**src/rtl/i2c_reg_arbiter.sv**
```systemverilog
// i2c_reg_arbiter: round-robin sharing of the i2c_single_reg local write port with an
// enforced hold time between updates, plus detection of bytes written by the I2C master.
module i2c_reg_arbiter #(
   parameter int PORTS       = 4,
   parameter int HOLD_CYCLES = 16,
   localparam int IW         = (PORTS > 1) ? $clog2(PORTS) : 1
) (
   input  logic               clk,
   input  logic               rst,
   input  logic [PORTS-1:0]   req_valid,
   input  logic [PORTS*8-1:0] req_data,
   output logic [PORTS-1:0]   req_ready,
   output logic [IW-1:0]      grant_idx,
   output logic [7:0]         reg_data_in,
   output logic               reg_data_latch,
   input  logic [7:0]         reg_data_out,
   output logic               host_wr_valid,
   output logic [7:0]         host_wr_data,
   input  logic               host_wr_ready,
   output logic               host_overrun,
   output logic               busy
);

   typedef enum logic [1:0] {
      S_IDLE  = 2'd0,
      S_LATCH = 2'd1,
      S_HOLD  = 2'd2
   } state_t;

   localparam logic [15:0] HOLD_LOAD = 16'(HOLD_CYCLES);

   state_t        state_r;
   logic [IW-1:0] last_r;
   logic [IW-1:0] winner_s;
   logic [IW-1:0] cand_s;
   logic          any_s;
   logic [7:0]    win_data_s;
   logic [15:0]   cnt_r;
   logic          expect_r;
   logic [7:0]    shadow_r;
   logic          host_wr_s;

   assign any_s      = |req_valid;
   assign win_data_s = req_data[{winner_s, 3'b000} +: 8];
   assign busy       = (state_r != S_IDLE);
   assign host_wr_s  = (reg_data_out != shadow_r) && !expect_r;

   // Round-robin search: walk downward so the candidate nearest last grant + 1 wins
   always_comb begin
      winner_s = '0;
      cand_s   = '0;
      for (int k = PORTS; k >= 1; k--) begin
         cand_s   = IW'((int'(last_r) + k) % PORTS);
         winner_s = req_valid[cand_s] ? cand_s : winner_s;
      end
   end

   // One-hot accept, only while idle
   always_comb begin
      req_ready = '0;
      if (state_r == S_IDLE && any_s) begin
         req_ready[winner_s] = 1'b1;
      end else begin
         req_ready = '0;
      end
   end

   // Grant / latch / hold sequencer
   always_ff @(posedge clk) begin
      if (rst) begin
         state_r        <= S_IDLE;
         last_r         <= IW'(PORTS - 1);
         cnt_r          <= 16'd0;
         grant_idx      <= '0;
         reg_data_in    <= 8'd0;
         reg_data_latch <= 1'b0;
         expect_r       <= 1'b0;
      end else begin
         reg_data_latch <= 1'b0;
         expect_r       <= 1'b0;
         case (state_r)
            S_IDLE: begin
               if (any_s) begin
                  grant_idx      <= winner_s;
                  last_r         <= winner_s;
                  reg_data_in    <= win_data_s;
                  reg_data_latch <= 1'b1;
                  state_r        <= S_LATCH;
               end else begin
                  state_r <= S_IDLE;
               end
            end
            S_LATCH: begin
               // Slave output changes next cycle; mask that one comparison
               expect_r <= 1'b1;
               cnt_r    <= HOLD_LOAD;
               state_r  <= (HOLD_CYCLES == 0) ? S_IDLE : S_HOLD;
            end
            S_HOLD: begin
               cnt_r <= cnt_r - 16'd1;
               if (cnt_r <= 16'd1) begin
                  state_r <= S_IDLE;
               end else begin
                  state_r <= S_HOLD;
               end
            end
            default: begin
               state_r <= S_IDLE;
            end
         endcase
      end
   end

   // Shadow of the slave output and single-entry host-write event buffer
   always_ff @(posedge clk) begin
      shadow_r <= reg_data_out;
      if (rst) begin
         host_wr_valid <= 1'b0;
         host_wr_data  <= 8'd0;
         host_overrun  <= 1'b0;
      end else begin
         host_overrun <= 1'b0;
         if (host_wr_s) begin
            host_wr_data  <= reg_data_out;
            host_wr_valid <= 1'b1;
            host_overrun  <= host_wr_valid && !host_wr_ready;
         end else if (host_wr_valid && host_wr_ready) begin
            host_wr_valid <= 1'b0;
         end else begin
            host_wr_valid <= host_wr_valid;
         end
      end
   end

endmodule

```
**config.mk**
```make
export PLATFORM = sky130hd
export DESIGN_NAME = i2c_reg_arbiter
export DESIGN_NICKNAME = d
export VERILOG_FILES = /design/src/rtl/i2c_reg_arbiter.sv
export SDC_FILE = /design/constraint.sdc
export NUM_CORES = 1
export LEC_CHECK = 0
export CAP_MARGIN = 20
export CORE_ASPECT_RATIO = 1.25
export CORE_UTILIZATION = 40
export CTS_CLUSTER_SIZE = 24
export DETAILED_ROUTE_END_ITERATION = 10
export PLACE_DENSITY = 0.67
export SYNTH_ARGS = -nofsm -noshare
export SYNTH_HDL_FRONTEND = slang
export SYNTH_SLANG_ARGS = --single-unit
```
**constraint.sdc**
```tcl
create_clock -name clk -period 2.1 [get_ports clk]
set_input_delay 0.21 -clock clk [delete_from_list [all_inputs] [get_ports clk]]
set_output_delay 0.21 -clock clk [all_outputs]
set_load 0.02 [all_outputs]
```
==> flow_metrics.py, run 1 <==
metrics = {
    "global_route": {
        "grt_pass1_wl_mm": 8.721,
        "initial_antenna_violation_count": 0,
        "grt.met3_usage_pct": 4.143,
        "grt_pass1_vias": 1882,
        "grt.total_usage_pct": 17.60,
        "groute.layer.met1.usage_pct": 20.74,
        "grt_max_degree": 25,
        "top_usage_layer": "met2",
        "grt_remaining_overflow": 0,
        "groute.layer.met2.usage_pct": 31.21,
    },
    "synthesis": {
        "mappedNetlistNets": 290,
        "postSynth.topFlopCell": "sky130_fd_sc_hd__dfxtp_1",
        "synthDistinctLibCells": 42,
        "ys_seq_area_share_pct": 42.24,
        "synth_cells": 238,
        "synth.cell_area_sq_um": 2370,
        "synth_edf_count": 0,
        "syn_area_cell_sq_um": 9.957,
        "yosysWarningCount": 0,
        "yosys_register_bits": 50,
        "synthArstFlopShare_pct": 0,
    },
    "placement": {
        "dp_cells": 376,
        "hpwlAfterDp_mm": 3.919,
        "place.port_buffers": 72,
        "finalWeightedCongestion": 0.7333,
        "postPlaceCellArea_sq_um": 3184,
    },
    "timing": {
        "final-max-slew-violation-count": 0,
        "finalSetupViolations": 0,
        "hold_viol": 0,
        "final_clock_period_utilization_by_the_worst_path_pct": 95.41,
        "worst_pin_slew_ns": 0.4757,
        "fin_tns_setup_ns": 0,
        "slew_limit_headroom_pct": 68.29,
        "skew_ns": 0.01004,
        "grt_setup_unrepaired": "no",
        "final.min_clock_period_ns": 2.004,
        "achievable-frequency_mhz": 499.1,
    },
    "power": {
        "ir_drop_worst_vdd_mv": 0.8374,
        "p_per_area_nw_per_um2": 1120,
        "leakage_nw": 1.401,
        "design_power_total_mw": 3.668,
    },
    "worst_hold_path": {
        "min_to": "shadow_r[2]",
        "hold_path_depth": 1,
        "hold_crit_start": "reg_data_out[2]",
        "min-delay-path-class": "input pin to register",
    },
    "clocking": {
        "insertion_delay_ns": 0.30,
        "root_buffer_cell": "sky130_fd_sc_hd__clkbuf_8",
        "cts-buffers-inserted": 5,
        "tritoncts": "yes",
        "cts_setup_buffers": 0,
        "tritoncts_num_sinks": 50,
        "htreeDepth": 2,
        "ctsLongestPathBuffers": 2,
        "path_clk_slew_ns": 0.08,
    },
    "layout": {
        "final-instance-count-excl-fill": 384,
        "layout.cells.most_common_list": "68 x sky130_fd_sc_hd__clkdlybuf4s50_1, 50 x sky130_fd_sc_hd__dfxtp_1, 33 x sky130_fd_sc_hd__mux2i_1, 31 x sky130_fd_sc_hd__nor2_1",
        "ratio_of_cells_with_drive_above_1_in_the_final_layout_pct": 10.69,
        "synthToLayoutAreaGrowth_pct": 38.17,
        "layout.cell_area.non_filler_sq_um": 3274,
        "fin_util_pct": 57.04,
        "diodes": 0,
        "layout_commonest_cell": "sky130_fd_sc_hd__clkdlybuf4s50_1",
        "fin_nets": 369,
    },
    "critical_path": {
        "cp_slowest_cell": "sky130_fd_sc_hd__clkdlybuf4s50_1",
        "critPathMaxFanout": 5,
        "critical-path-top-delay-family": "buffers and inverters",
        "reg_to_reg_setup_timing_slack_ns": 0.25,
        "worstSetupStartpointType": "input pin",
        "cp.required_ns": 1.89,
        "crit_path_cell_chain": "clkdlybuf4s50_1, and2b_1, o21ai_1, o311ai_4, and3b_1, dlygate4sd2_1",
        "criticalPathCategory": "input pin to primary output",
        "critical_path.n_buffers_inverters": 2,
        "crit_arrival_ns": 1.79,
        "worst_r2r_endpoint": "cnt_r[7]",
        "slowest_delay_ns": 0.47,
        "rr_startpoint": "state_r[0]",
        "endpoint_kind": "primary output",
        "ff2ff_path_depth": 6,
    },
    "routing": {
        "detail_route.vias_per_cell": 4.888,
        "routed_wire_length_per_instance_um": 13.32,
        "detail-route-antenna-nets": 0,
        "drt_first_pass_iters": 7,
        "drc": 12,
        "drtIter0Drc": 84,
        "via_count": 1877,
        "detail_route.wirelength_mm": 5.116,
    },
    "run_status": {
        "violations": "DRC",
        "outcome": "finished, violations left",
    },
    "floorplan": {
        "ios": 73,
        "row_count": 31,
        "area_of_the_placeable_core_sq_um": 5741,
        "die_h_um": 88.06,
        "die_outline_area_sq_um": 6238,
        "start_util_pct": 41.28,
        "fp.dieW_um": 70.85,
    },
    "run": {
        "max-cap-violations": 0,
    },
}
[how the worst max path moves through the flow]
stage,start,endpoint,slack (ns),cells after the start
final,req_valid[3],req_ready[1],0.1,6
after detailed placement,req_valid[3],req_ready[0],-0.25,6
after CTS,req_valid[3],req_ready[0],0.03,6
after floorplan,last_r[0],req_ready[0],0.27,5
after global placement,req_valid[3],req_ready[0],-0.22,6
after global routing,req_valid[3],req_ready[1],0.02,6
[synth_stat cells, types with 3 or more instances]
library cell / count / share of area (%)
sky130_fd_sc_hd__nor3_1: 5 / 1.1
sky130_fd_sc_hd__dfxtp_1: 50 / 42
sky130_fd_sc_hd__a21oi_1: 8 / 1.7
sky130_fd_sc_hd__mux2i_1: 33 / 14
sky130_fd_sc_hd__a22o_1: 8 / 3.0
sky130_fd_sc_hd__inv_1: 7 / 1.1
sky130_fd_sc_hd__or3_1: 3 / 0.79
sky130_fd_sc_hd__nor4_1: 5 / 1.3
sky130_fd_sc_hd__ha_1: 5 / 2.6
sky130_fd_sc_hd__xor2_1: 13 / 4.8
sky130_fd_sc_hd__xnor2_1: 7 / 2.6
sky130_fd_sc_hd__nor2_1: 31 / 4.9
sky130_fd_sc_hd__nor2b_1: 13 / 3.4
sky130_fd_sc_hd__buf_2: 3 / 0.63
sky130_fd_sc_hd__nand2_1: 9 / 1.4
sky130_fd_sc_hd__buf_6: 3 / 1.4
[repair_timing]
action | CTS | global route
endpoints found under the setup margin | 4 | 3
resized for setup | 4 | 7
hold buffers | 0 | 0
[flip-flops by register name, summed over array words and instances, names as in the netlist]
signal / cells
state_r: 2
cnt_r: 16
expect_r: 1
last_r: 2
reg_data_latch: 1
grant_idx: 2
host_wr_valid: 1
host_overrun: 1
shadow_r: 8
reg_data_in: 8
host_wr_data: 8
[logic make-up (layout without fill, tap and decap cells)]
| kind of cell | count (synthesis) | after routing | synth area share [%] |
|---|---|---|---|
| AO/OA/AOI/OAI | 27 | 27 | 9.187 |
| XOR/XNOR | 20 | 20 | 7.392 |
| adder cells (fa/ha/maj) | 5 | 5 | 2.640 |
| buffers and inverters | 19 | 99 | 4.435 |
| flip-flops | 50 | 50 | 42.24 |
| multiplexers | 33 | 33 | 13.94 |
| AND/OR/NAND/NOR | 84 | 84 | 20.17 |
[per-stage QoR]
stage / hold WS [ns] / setup slack, ns
5_1_grt: 0.4259 / 0.01929
6_report: 0.4352 / 0.09635
3_3_place_gp: 0.4420 / -0.2196
3_5_place_dp: 0.4583 / -0.2511
2_1_floorplan: 0.2377 / 0.2664
4_1_cts: 0.4239 / 0.02970
[cell type report]
type	count	area (sq um)
Fill cell	525	2466
Multi-Input combinational cell	169	1264
Sequential cell	50	1001
Timing Repair Buffer	84	794.5
Tap cell	66	82.58
Clock buffer	7	76.32
Clock inverter	1	30.03
Inverter	7	26.28
[routing by layer]
layer | wire length (um) | part of all wire (%)
met1 | 2264 | 44
met2 | 2499 | 49
met5 | 0 | 0
met3 | 259 | 5.1
met4 | 93 | 1.8
[power by group]
group	leakage [nW]	switching, mW	total (mW)	internal [mW]
registers	0.414	0.152	1.31	1.16
clock network	0.0524	0.298	0.655	0.357
logic	0.934	0.879	1.70	0.826
Power figures use the tool's default switching activity.
==> inputs of run 2 (changes only) <==
CORE_UTILIZATION = 46   (was 40)
PLACE_DENSITY = 0.76   (was 0.67)
==> run 2 against run 1 <==
Against the previous run:
- the flow now finishes without violations
- global-route usage rose by 2.2 points
- cell area increased by 0.38%
- cell count fell by 1.3%
- sequential share of layout area shrank 0.12 points
- fmax down 0.84%
- non-clock buffer count is 2 higher
- die area decreased by 13%
- combinational power increased by 2%
- setup slack got worse by 0.017 ns
- sequential power hardly changed
- total power fell by 2.4%
- largest power group unchanged
==> flow_metrics.py, run 2 (same netlist as run 1, synthesis figures left out) <==
metrics = {
    "power": {
        "sequentialPowerShare_pct": 36.6,
        "power_switching_share_pct": 37.53,
        "p_per_area_nw_per_um2": 1089,
        "share_comb_of_total_power_pct": 48.5,
        "power.share.clock_pct": 14.9,
        "power_switching_mw": 1.343,
        "leakage_nw": 1.405,
        "int_pwr_mw": 2.236,
        "ir_drop_worst_vdd_mv": 1.022,
    },
    "floorplan": {
        "row_count": 28,
        "start_util_pct": 49.02,
        "area_of_the_placeable_core_sq_um": 4835,
        "ios": 73,
        "fp.dieW_um": 66.20,
        "die_outline_area_sq_um": 5444,
        "die_h_um": 82.25,
    },
    "clocking": {
        "path_clk_slew_ns": 0.09,
        "insertion_delay_ns": 0.31,
        "tritoncts_num_sinks": 50,
        "tritoncts": "yes",
        "root_buffer_cell": "sky130_fd_sc_hd__clkbuf_8",
        "ctsLongestPathBuffers": 2,
        "cts-buffers-inserted": 5,
        "htreeDepth": 2,
    },
    "timing": {
        "worst_pin_slew_ns": 0.4501,
        "achievable-frequency_mhz": 494.9,
        "hold_viol": 0,
        "final.min_clock_period_ns": 2.021,
        "skew_ns": 0.01431,
        "finalSetupViolations": 0,
        "slew_limit_headroom_pct": 69.99,
        "final_clock_period_utilization_by_the_worst_path_pct": 96.22,
        "final-max-slew-violation-count": 0,
        "holdWs_ns": 0.4232,
    },
    "critical_path": {
        "crit_arrival_ns": 1.81,
        "endpoint_kind": "primary output",
        "criticalPathCategory": "input pin to primary output",
        "cp.required_ns": 1.89,
        "critPathMaxFanout": 5,
        "worstSetupStartpointType": "input pin",
    },
    "global_route": {
        "grt_max_degree": 21,
        "grt_pass1_wl_mm": 8.245,
        "initial_antenna_violation_count": 0,
        "groute.layer.met2.usage_pct": 34.80,
        "grt_pass1_vias": 1845,
        "grt_remaining_overflow": 0,
        "grt.met3_usage_pct": 4.670,
        "top_usage_layer": "met2",
        "groute.layer.met1.usage_pct": 22.90,
        "grt.total_usage_pct": 19.84,
    },
    "worst_hold_path": {
        "min-delay-path-class": "input pin to register",
    },
    "placement": {
        "finalWeightedCongestion": 0.7569,
        "hpwlAfterDp_mm": 3.848,
        "place.port_buffers": 72,
    },
    "routing": {
        "detail_route.wirelength_mm": 5.083,
        "via_count": 1919,
        "detail_route.vias_per_cell": 5.063,
        "drc": 0,
        "detail-route-antenna-nets": 0,
        "routed_wire_length_per_instance_um": 13.41,
        "drt_first_pass_iters": 4,
        "drtIter0Drc": 44,
    },
    "layout": {
        "largest_register_ff_count": 16,
        "synthToLayoutAreaGrowth_pct": 38.70,
        "layout_commonest_cell": "sky130_fd_sc_hd__clkdlybuf4s50_1",
        "registers.top_by_ff_count": "cnt_r",
        "diodes": 0,
        "ratio_of_cells_with_drive_above_1_in_the_final_layout_pct": 11.60,
        "layout.cells.most_common_list": "68 x sky130_fd_sc_hd__clkdlybuf4s50_1, 50 x sky130_fd_sc_hd__dfxtp_1, 33 x sky130_fd_sc_hd__mux2i_1, 31 x sky130_fd_sc_hd__nor2_1, 14 x sky130_fd_sc_hd__buf_4",
        "fin_util_pct": 67.99,
        "fin_nets": 371,
    },
    "run_status": {
        "outcome": "completed",
    },
    "run": {
        "max-cap-violations": 0,
    },
}
-- run 2: changes by cell type in the layout (fill, tap and decap cells not counted), sizes merged --
cell / change
clkdlybuf4s15: +3
clkinv: +1
clkbuf: -4
buf: +2
bufinv: -1
dlygate4sd2: -1
inv: +1
-- run 2: stage by stage --
stage	setup WS (ns)	TNS [ns]	total power, mW	cell area, sq um	std cells
after floorplan	0.2664	0	2.591	2370	238
after global placement	-0.2250	-0.6739	3.044	3192	372
after detailed placement	-0.2577	-0.7946	3.064	3192	372
after CTS	0.02287	0	3.596	3269	379
after global routing	-0.006886	-0.006886	3.813	3287	379
final	0.07945	0	3.579	3287	379
-- run 2: cell type report --
| cell class | count | area (sq um) |
|---|---|---|
| Clock buffer | 5 | 68.82 |
| Clock inverter | 2 | 13.76 |
| Fill cell | 407 | 1548 |
| Inverter | 7 | 26.28 |
| Multi-Input combinational cell | 169 | 1281 |
| Sequential cell | 50 | 1001 |
| Tap cell | 60 | 75.07 |
| Timing Repair Buffer | 86 | 820.8 |
-- run 2: path summary, 6_finish.rpt --
check | from | end | slack [ns] | cells past startpoint
setup / recovery | req_valid[3] | req_ready[3] | 0.08 | 6
hold / removal | reg_data_out[1] | shadow_r[1] | 0.42 | 1
setup reg to reg | state_r[0] | cnt_r[15] | 0.20 | 7
hold reg to reg | grant_idx[1] | grant_idx[1] | 0.47 | 2
-- run 2: power groups by stage --
stage               combinational [mW]  sequential [mW]  clock [mW]
floorplan                         1.21             1.38           0
global placement                  1.72             1.32           0
detailed placement                1.73             1.33           0
CTS                               1.73             1.31       0.553
global route                      1.88             1.35       0.586
finish                            1.74             1.31       0.533
-- run 2: routing by layer --
metal,share of wire [%],wire [um],vias up
li1,-,-,978
met3,5.5,281,11
met1,44,2221,889
met4,2.3,116,0
met5,0,0,-
met2,48,2463,41
-- run 2: what timing repair did --
item	4_1_cts	5_1_grt
resized for setup	4	9
gates cloned	0	0
hold buffers	0	0
setup buffers	0	0
pin swaps	0	0
endpoints found under the setup margin	4	4
-- run 2: critical path: stages --
cell and delay, ns:
sky130_fd_sc_hd__clkdlybuf4s50_1 0.55, sky130_fd_sc_hd__and2b_1 0.20, sky130_fd_sc_hd__o221ai_2 0.11, sky130_fd_sc_hd__or2_2 0.33
sky130_fd_sc_hd__nor2b_1 0.11, sky130_fd_sc_hd__clkdlybuf4s15_1 0.30
==> inputs of run 3 (changes only) <==
CORE_UTILIZATION = 33   (was 46)
PLACE_DENSITY = 0.57   (was 0.76)
==> run 3 against run 2 <==
Against the previous run:
- fmax about the same
- routed wire length increased by 0.18%
- sequential power about the same
- first-iteration DRC count increased by 32%
- die area increased by 38%
- total power increased by 3.3%
- cell area increased by 1.5%
- cell count increased by 8.4%
- clock skew decreased by 0.0058 ns
- sequential share of layout area decreased by 0.46 points
- critical path depth decreased by 1
- largest cell class unchanged
==> flow_metrics.py, run 3 (same netlist as run 1, synthesis figures left out) <==
metrics = {
    "run_status": {
        "outcome": "completed",
    },
    "clocking": {
        "ctsLongestPathBuffers": 2,
        "path_clk_slew_ns": 0.10,
        "cts_setup_buffers": 0,
        "tritoncts_num_sinks": 50,
        "cts_hold_repair.buffers": 0,
        "cts-buffers-inserted": 5,
        "insertion_delay_ns": 0.30,
        "root_buffer_cell": "sky130_fd_sc_hd__clkbuf_8",
        "tritoncts": "yes",
        "htreeDepth": 2,
    },
    "layout": {
        "ratio_of_cells_with_drive_above_1_in_the_final_layout_pct": 12.46,
        "synthToLayoutAreaGrowth_pct": 40.81,
        "diodes": 0,
        "registers.top_by_ff_count": "cnt_r",
        "fin_nets": 372,
        "layout_commonest_cell": "sky130_fd_sc_hd__clkdlybuf4s50_1",
        "layout.cells.most_common_list": "68 x sky130_fd_sc_hd__clkdlybuf4s50_1, 50 x sky130_fd_sc_hd__dfxtp_1, 33 x sky130_fd_sc_hd__mux2i_1, 31 x sky130_fd_sc_hd__nor2_1, 15 x sky130_fd_sc_hd__buf_4",
        "largest_register_ff_count": 16,
    },
    "routing": {
        "drtIter0Drc": 58,
        "drt_first_pass_iters": 4,
        "routed_wire_length_per_instance_um": 12.39,
        "drc": 0,
        "via_count": 1865,
        "detail-route-antenna-nets": 0,
        "detail_route.wirelength_mm": 5.092,
        "detail_route.vias_per_cell": 4.538,
    },
    "run": {
        "max-cap-violations": 0,
    },
    "timing": {
        "final_clock_period_utilization_by_the_worst_path_pct": 96.16,
        "hold_viol": 0,
        "slew_limit_headroom_pct": 66.53,
        "finalSetupViolations": 0,
        "final.min_clock_period_ns": 2.019,
        "achievable-frequency_mhz": 495.2,
        "worst_pin_slew_ns": 0.5021,
        "holdWs_ns": 0.4296,
        "final-max-slew-violation-count": 0,
        "grt_setup_unrepaired": "no",
        "skew_ns": 0.008461,
    },
    "global_route": {
        "initial_antenna_violation_count": 0,
        "grt.total_usage_pct": 14.29,
        "grt_pass1_wl_mm": 8.604,
        "grt_pass1_vias": 1864,
        "grt_remaining_overflow": 0,
        "grt_max_degree": 18,
    },
    "critical_path": {
        "critPathMaxFanout": 6,
        "cp.required_ns": 1.89,
        "criticalPathCategory": "input pin to primary output",
        "worstSetupStartpointType": "input pin",
        "crit_arrival_ns": 1.81,
        "critPathLaunch": "req_valid[0]",
        "endpoint_kind": "primary output",
        "rr_startpoint": "state_r[0]",
    },
    "power": {
        "power.share.clock_pct": 18.1,
        "share_comb_of_total_power_pct": 46.6,
        "design_power_total_mw": 3.698,
        "int_pwr_mw": 2.351,
        "p_per_area_nw_per_um2": 1108,
        "power_switching_share_pct": 36.44,
        "leakage_nw": 1.422,
        "ir_drop_worst_vdd_mv": 0.9618,
        "sequentialPowerShare_pct": 35.3,
        "power_switching_mw": 1.348,
    },
    "floorplan": {
        "row_count": 34,
        "start_util_pct": 34.18,
        "fp.dieW_um": 77.80,
        "area_of_the_placeable_core_sq_um": 6934,
        "ios": 73,
        "die_h_um": 96.75,
        "die_outline_area_sq_um": 7526,
    },
    "placement": {
        "place.port_buffers": 72,
        "finalWeightedCongestion": 0.6876,
        "hpwlAfterDp_mm": 3.915,
    },
    "worst_hold_path": {
        "hold_crit_start": "reg_data_out[0]",
        "min-delay-path-class": "input pin to register",
    },
}
-- run 3: power groups by stage --
stage | logic [mW] | registers, mW | clock network [mW]
after floorplan | 1.21 | 1.38 | 0
after global placement | 1.74 | 1.32 | 0
after detailed placement | 1.74 | 1.33 | 0
after CTS | 1.74 | 1.31 | 0.700
after global routing | 1.89 | 1.34 | 0.747
final | 1.72 | 1.31 | 0.671
-- run 3: stage by stage --
step / cell area, sq um / util [%] / TNS [ns] / std cells / setup WS (ns)
after detailed placement: 3237 / 46.68 / -1.231 / 403 / -0.2614
after global placement: 3237 / 46.68 / -0.9512 / 403 / -0.2489
after CTS: 3344 / 48.23 / 0 / 411 / 0.02083
final: 3337 / 48.12 / 0 / 411 / 0.08059
after floorplan: 2370 / - / 0 / 238 / 0.2664
after global routing: 3337 / 48.12 / 0 / 411 / 0.003576
-- run 3: what timing repair did --
| action | 4_1_cts | 5_1_grt |
|---|---|---|
| endpoints found under the setup margin | 4 | 4 |
| gates resized for setup | 4 | 8 |
| endpoints found under the hold margin | 0 | 0 |
-- run 3: area by class of cell --
type	instances	area, sq um
well taps	90	112.6
fillers	667	3597
multi-input cells	169	1267
clock buffers	5	68.82
repair buffers	87	817.0
flip-flops and latches	50	1001
clock inverters	3	43.79
inverters	7	26.28
-- run 3: per-layer routing --
| layer | part of all wire, % | vias to the layer above | routed length, um | global-route usage [%] |
|---|---|---|---|---|
| met3 | 3.8 | 5 | 191 | 3.208 |
| met1 | 47 | 849 | 2407 | 17.87 |
| met2 | 48 | 35 | 2440 | 24.37 |
| li1 | - | 976 | - | - |
| met5 | 0 | - | 0 | 0 |
| met4 | 1.0 | 0 | 53 | 3.919 |
-- run 3: final timing paths --
check | slack (ns) | end | cells after the start
worst max-delay path | 0.08 | req_ready[1] | 5
worst min-delay path | 0.43 | shadow_r[0] | 1
worst max register to register | 0.22 | cnt_r[15] | 7
worst min register to register | 0.47 | grant_idx[1] | 2
-- run 3: worst max-delay path, cell delays in order --
cell and delay (ns):
sky130_fd_sc_hd__clkdlybuf4s50_1 0.49, sky130_fd_sc_hd__buf_4 0.18, sky130_fd_sc_hd__o311ai_4 0.38, sky130_fd_sc_hd__and3b_1 0.20, sky130_fd_sc_hd__dlygate4sd2_1 0.34
